`src/rtl/instr_issue_buffer.sv`:
```
// ============================================================================
// Module   : instr_issue_buffer
// Purpose  : Circular FIFO of fetched instruction pairs with in-order dual
//            issue to decode, branch flush and freeze. Optional build macro
//            IBUF_STATS_EN adds issued_count / stall_count ports.
// Revision : 1.0 - initial release
// ============================================================================
`default_nettype none

module instr_issue_buffer #(
  parameter int WORD  = 32,
  parameter int DEPTH = 4
) (
  input  logic            clk,
  input  logic            reset,
  input  logic            in_valid,
  output logic            in_ready,
  input  logic [WORD-1:0] in_pc,
  input  logic [WORD-1:0] in_instr1,
  input  logic [WORD-1:0] in_instr2,
  input  logic            in_slot1_valid,
  input  logic            branch_taken,
  input  logic            stop_and_signal,
  input  logic            dep_stall_instr1,
  input  logic            dep_stall_instr2,
  output logic [WORD-1:0] out_pc,
  output logic [WORD-1:0] out_instr1,
  output logic [WORD-1:0] out_instr2,
`ifdef IBUF_STATS_EN
  output logic [31:0]     issued_count,
  output logic [31:0]     stall_count,
`endif
  output logic            out_valid1,
  output logic            out_valid2
);

  localparam int            c_AW   = (DEPTH > 1) ? $clog2(DEPTH) : 1;
  localparam int            c_CW   = c_AW + 1;
  localparam logic [c_CW-1:0] c_FULL = c_CW'(DEPTH);
  localparam logic [WORD-1:0] c_NOP  = WORD'(32'h0020_0000);

  logic [WORD-1:0] r_pc     [DEPTH];
  logic [WORD-1:0] r_instr1 [DEPTH];
  logic [WORD-1:0] r_instr2 [DEPTH];
  logic [DEPTH-1:0] r_v1;
  logic [DEPTH-1:0] r_v2;
  logic [c_AW-1:0]  r_wr_ptr;
  logic [c_AW-1:0]  r_rd_ptr;
  logic [c_CW-1:0]  r_count;

  logic w_empty, w_hold, w_hv1, w_hv2, w_clr1;
  logic w_iss1, w_iss2, w_pop, w_part, w_push;

  assign w_empty = (r_count == '0);
  assign w_hold  = stop_and_signal | branch_taken;
  assign w_hv1   = ~w_empty & r_v1[r_rd_ptr];
  assign w_hv2   = ~w_empty & r_v2[r_rd_ptr];

  // Slot1 is out of the way when it was already issued/padding or issues now.
  assign w_clr1  = ~w_hv1 | ~dep_stall_instr1;
  assign w_iss1  = ~w_hold & w_hv1 & ~dep_stall_instr1;
  assign w_iss2  = ~w_hold & w_clr1 & w_hv2 & ~dep_stall_instr2;
  assign w_pop   = ~w_hold & ~w_empty & w_clr1 & (~w_hv2 | ~dep_stall_instr2);
  assign w_part  = ~w_hold & ~w_empty & w_clr1 & w_hv2 & dep_stall_instr2;

  assign in_ready = (r_count < c_FULL) & ~w_hold;
  assign w_push   = in_valid & in_ready;

  assign out_valid1 = w_hv1 & ~w_hold;
  assign out_valid2 = w_hv2 & ~w_hold;
  assign out_pc     = w_empty ? '0 : r_pc[r_rd_ptr];
  assign out_instr1 = w_hv1 ? r_instr1[r_rd_ptr] : c_NOP;
  assign out_instr2 = w_hv2 ? r_instr2[r_rd_ptr] : c_NOP;

  always_ff @(posedge clk or posedge reset) begin
    if (reset) begin
      r_wr_ptr <= '0;
      r_rd_ptr <= '0;
      r_count  <= '0;
      r_v1     <= '0;
      r_v2     <= '0;
    end else if (branch_taken) begin
      r_wr_ptr <= '0;
      r_rd_ptr <= '0;
      r_count  <= '0;
    end else begin
      if (w_push) begin
        r_v1[r_wr_ptr] <= in_slot1_valid;
        r_v2[r_wr_ptr] <= 1'b1;
        r_wr_ptr       <= r_wr_ptr + c_AW'(1);
      end
      if (w_pop) begin
        r_rd_ptr <= r_rd_ptr + c_AW'(1);
      end
      // A push never lands on the head slot here: that would need a full buffer.
      if (w_part) begin
        r_v1[r_rd_ptr] <= 1'b0;
      end
      r_count <= r_count + c_CW'(w_push) - c_CW'(w_pop);
    end
  end

  always_ff @(posedge clk) begin
    if (w_push) begin
      r_pc[r_wr_ptr]     <= in_pc;
      r_instr1[r_wr_ptr] <= in_instr1;
      r_instr2[r_wr_ptr] <= in_instr2;
    end
  end

`ifdef IBUF_STATS_EN
  always_ff @(posedge clk or posedge reset) begin
    if (reset) begin
      issued_count <= '0;
      stall_count  <= '0;
    end else begin
      issued_count <= issued_count + 32'(w_iss1) + 32'(w_iss2);
      if ((out_valid1 | out_valid2) & ~w_iss1 & ~w_iss2) begin
        stall_count <= stall_count + 32'd1;
      end
    end
  end
`endif

endmodule

`default_nettype wire

```
`config.mk`:
```
export PLATFORM = sky130hd
export DESIGN_NAME = instr_issue_buffer
export DESIGN_NICKNAME = d
export VERILOG_FILES = /design/src/rtl/instr_issue_buffer.sv
export SDC_FILE = /design/constraint.sdc
export NUM_CORES = 1
export LEC_CHECK = 0
export ABC_CLOCK_PERIOD_IN_PS = 4240
export CAP_MARGIN = 20
export CORE_UTILIZATION = 55
export DETAILED_ROUTE_END_ITERATION = 7
export PLACE_DENSITY = 0.8
export REMOVE_ABC_BUFFERS = 1
export SLEW_MARGIN = 10
export SYNTH_ARGS = -nofsm -noshare
export SYNTH_HDL_FRONTEND = slang
export SYNTH_SLANG_ARGS = --single-unit
export TNS_END_PERCENT = 5
```
`constraint.sdc`:
```
create_clock -name clk -period 4.24 [get_ports clk]
set_input_delay 1.06 -clock clk [delete_from_list [all_inputs] [get_ports clk]]
set_output_delay 1.06 -clock clk [all_outputs]
set_load 0.02 [all_outputs]
```
==> flow_summary.ini <==
[detailed_routing]
drt-pass1-iter-count = 5
detail_route.wl_per_cell_um = 22.54
drc = 0
drtAntennaViolNets = 0
drt_iter0_drc = 647
drt_wl_total_um = 29940
vias = 7569
routed_via_density = 5.700

[synthesis]
syn-cell-area_mm2 = 0.01538
yosys_register_bits = 399
synthArstFlopShare = 0.03759
yosysTopAreaCellShare = 0.7497
ys_top_cells_by_area = edfxtp_1 (75%), mux4_2 (14%), dfrtp_1 (2.4%), and2_1 (1.3%), and3_1 (1.3%)
ys_types = 33
ys_seq_area_frac = 0.7741
yosysMostFrequentCell = edfxtp_1
synth_largest_area_cell = edfxtp_1
syn_avg_cell_area_um2 = 21.88
synth_edf_count = 384
synthTopCellsByCount = edfxtp_1 (384), mux4_2 (97), and2_1 (32), and3_1 (32), nor2b_1 (31)
ys_warn_count = 0
synth_cells = 703
synthFlopType = edfxtp_1

[setup_path]
r2r-end = r_count[2]
startpoint_type = register
crit_fanout = 34
worstReg2RegStart = r_rd_ptr[0]
rrSetupSlack_ns = 1.21
end_kind = output pin
crit_arrival_ns = 2.85
reg2reg_depth = 9
critPathKind = reg -> out
critPathRequiredTime_ns = 3.18

[min_path]
hp-class = reg -> reg
hp-start = r_v2[2]
min_to = r_v2[2]
hold_depth = 1

[power_and_ir_drop]
p_leak_nw = 6.327
power.density_mw_per_mm2 = 557.1
ir_drop_v = 0.0005150

[floorplanning]
coreArea_mm2 = 0.02718
start_util = 0.5660
die_h_um = 169.2
die_w_um = 169.2
io_pins = 203
die-area_mm2 = 0.02864
rows = 60

[placement]
gp_congestion = 0.7440
portBuffers = 202
placed_area_mm2 = 0.01798
place_inst = 1255
hpwl_um = 17200

[clock_network]
cts_tree = yes
cts_setup_buffers = 0
cts_sinks = 399
cts-resized-gates = 0
insertion_delay_ns = 0.53
clk_pin_slew_ns = 0.06
cts_made_buffers = 41
root_buffer = clkbuf_16
holdBufCountCts = 0
h-tree-depth = 2
clk_path_buf_depth = 3

[sta]
setup_viol = 0
hold_violations = 0
max_slew_margin = 0.5402
timing.final.crit_share = 0.9212
fin_crit_ns = 3.906
worstMarginPinSlew_ns = 0.6897
fmax_mhz = 256.0
finClkSkew_ns = 0.009549
grt_setup_unrepaired = no
holdWs_ns = 0.4666
slew_violations = 0

[layout]
design_area_mm2 = 0.01940
stdcell_count = 1328
drive_above_1_share = 0.1904
nets = 1041
antennaDiodeCount = 0
area_growth_pct = 26.15

[global_route]
grt_max_degree = 95
grt_pass1_vias = 8051
grt_remaining_overflow = 0
grtUsageTotal = 0.2142
antenna_found_initial = 0
grt_first_pass_wirelength_um = 45440

[status]
outcome = finished clean

[run]
maxCapViolations = 0
state kept, by name (all words and copies together), names as in the netlist:
signal and cells:
r_wr_ptr 2, r_rd_ptr 2, r_v2 4, r_v1 4
r_pc 128, r_instr1 128, r_instr2 128, r_count 3
report_power, final:
group	switching (mW)	total, mW	internal (mW)	leakage [nW]
Combinational	1.31	2.54	1.23	1.97
Clock	1.41	3.76	2.34	0.696
Sequential	0.0512	4.51	4.46	3.66
area by class of cell:
| cell class | count | area (µm²) |
|---|---|---|
| fillers | 1667 | 7772 |
| inverters | 13 | 58.81 |
| well taps | 372 | 465.4 |
| clock inverters | 24 | 315.3 |
| clock buffers | 49 | 1109 |
| repair buffers | 217 | 2285 |
| flip-flops and latches | 399 | 11910 |
| multi-input cells | 254 | 3257 |
per-layer routing:
metal,part of all wire,vias up,track usage,wire length [µm]
met1,0.40,3953,0.2733,11980
met3,0.075,47,0.05924,2255
met2,0.51,276,0.3629,15120
met5,0,-,0,0
li1,-,3293,-,-
met4,0.019,0,0.06110,582
worst max path at each step:
stage / from / end / cells past startpoint
4_1_cts: r_rd_ptr[0] / out_instr2[21] / 4
3_5_place_dp: stop_and_signal / out_valid1 / 5
6_report: r_rd_ptr[0] / out_instr2[21] / 4
5_1_grt: r_rd_ptr[0] / out_instr2[21] / 4
2_1_floorplan: r_rd_ptr[0] / out_instr1[21] / 2
3_3_place_gp: stop_and_signal / out_valid1 / 5
stage by stage:
step / setup TNS [ns] / utilization / power (mW) / setup WS, ns
floorplan: -226.15 / - / 6.052 / -2.978
global placement: 0 / 0.6616 / 7.122 / 0.5097
detailed placement: 0 / 0.6616 / 7.146 / 0.4999
CTS: 0 / 0.7140 / 10.91 / 0.2855
global route: 0 / 0.7140 / 11.19 / 0.1893
finish: 0 / 0.7140 / 10.81 / 0.3339
layout by cell type (no fill, tap or decap), types with 12 or more instances in the layout:
cell type        Yosys  layout
edfxtp_1           384     384
clkdlybuf4s50_1      0     202
mux4_2              97      97
clkbuf_16            0      43
and3_1              32      32
and2_1              32      32
nor2b_1             31      31
dfrtp_1             15      13
buf_12               0      12
kinds of logic (layout without fill, tap and decap cells):
logic type,after synthesis,after routing,synth area share
and+or+nand+nor,126,126,0.04905
adders and majority gates,11,11,0.009436
DFF,399,399,0.7741
xor gates and xnor gates,2,2,0.001139
buffers and inverters,50,303,0.01424
AOI/OAI and AO/OA,10,10,0.004637
muxes,105,105,0.1474
worst max-delay path, cell delays in order (launching register included):
cell	delay, ns
dfrtp_4	0.51
mux4_2	0.81
nand2_1	0.15
or2_2	0.31
clkdlybuf4s50_1	0.53
Power figures use the tool's default switching activity.
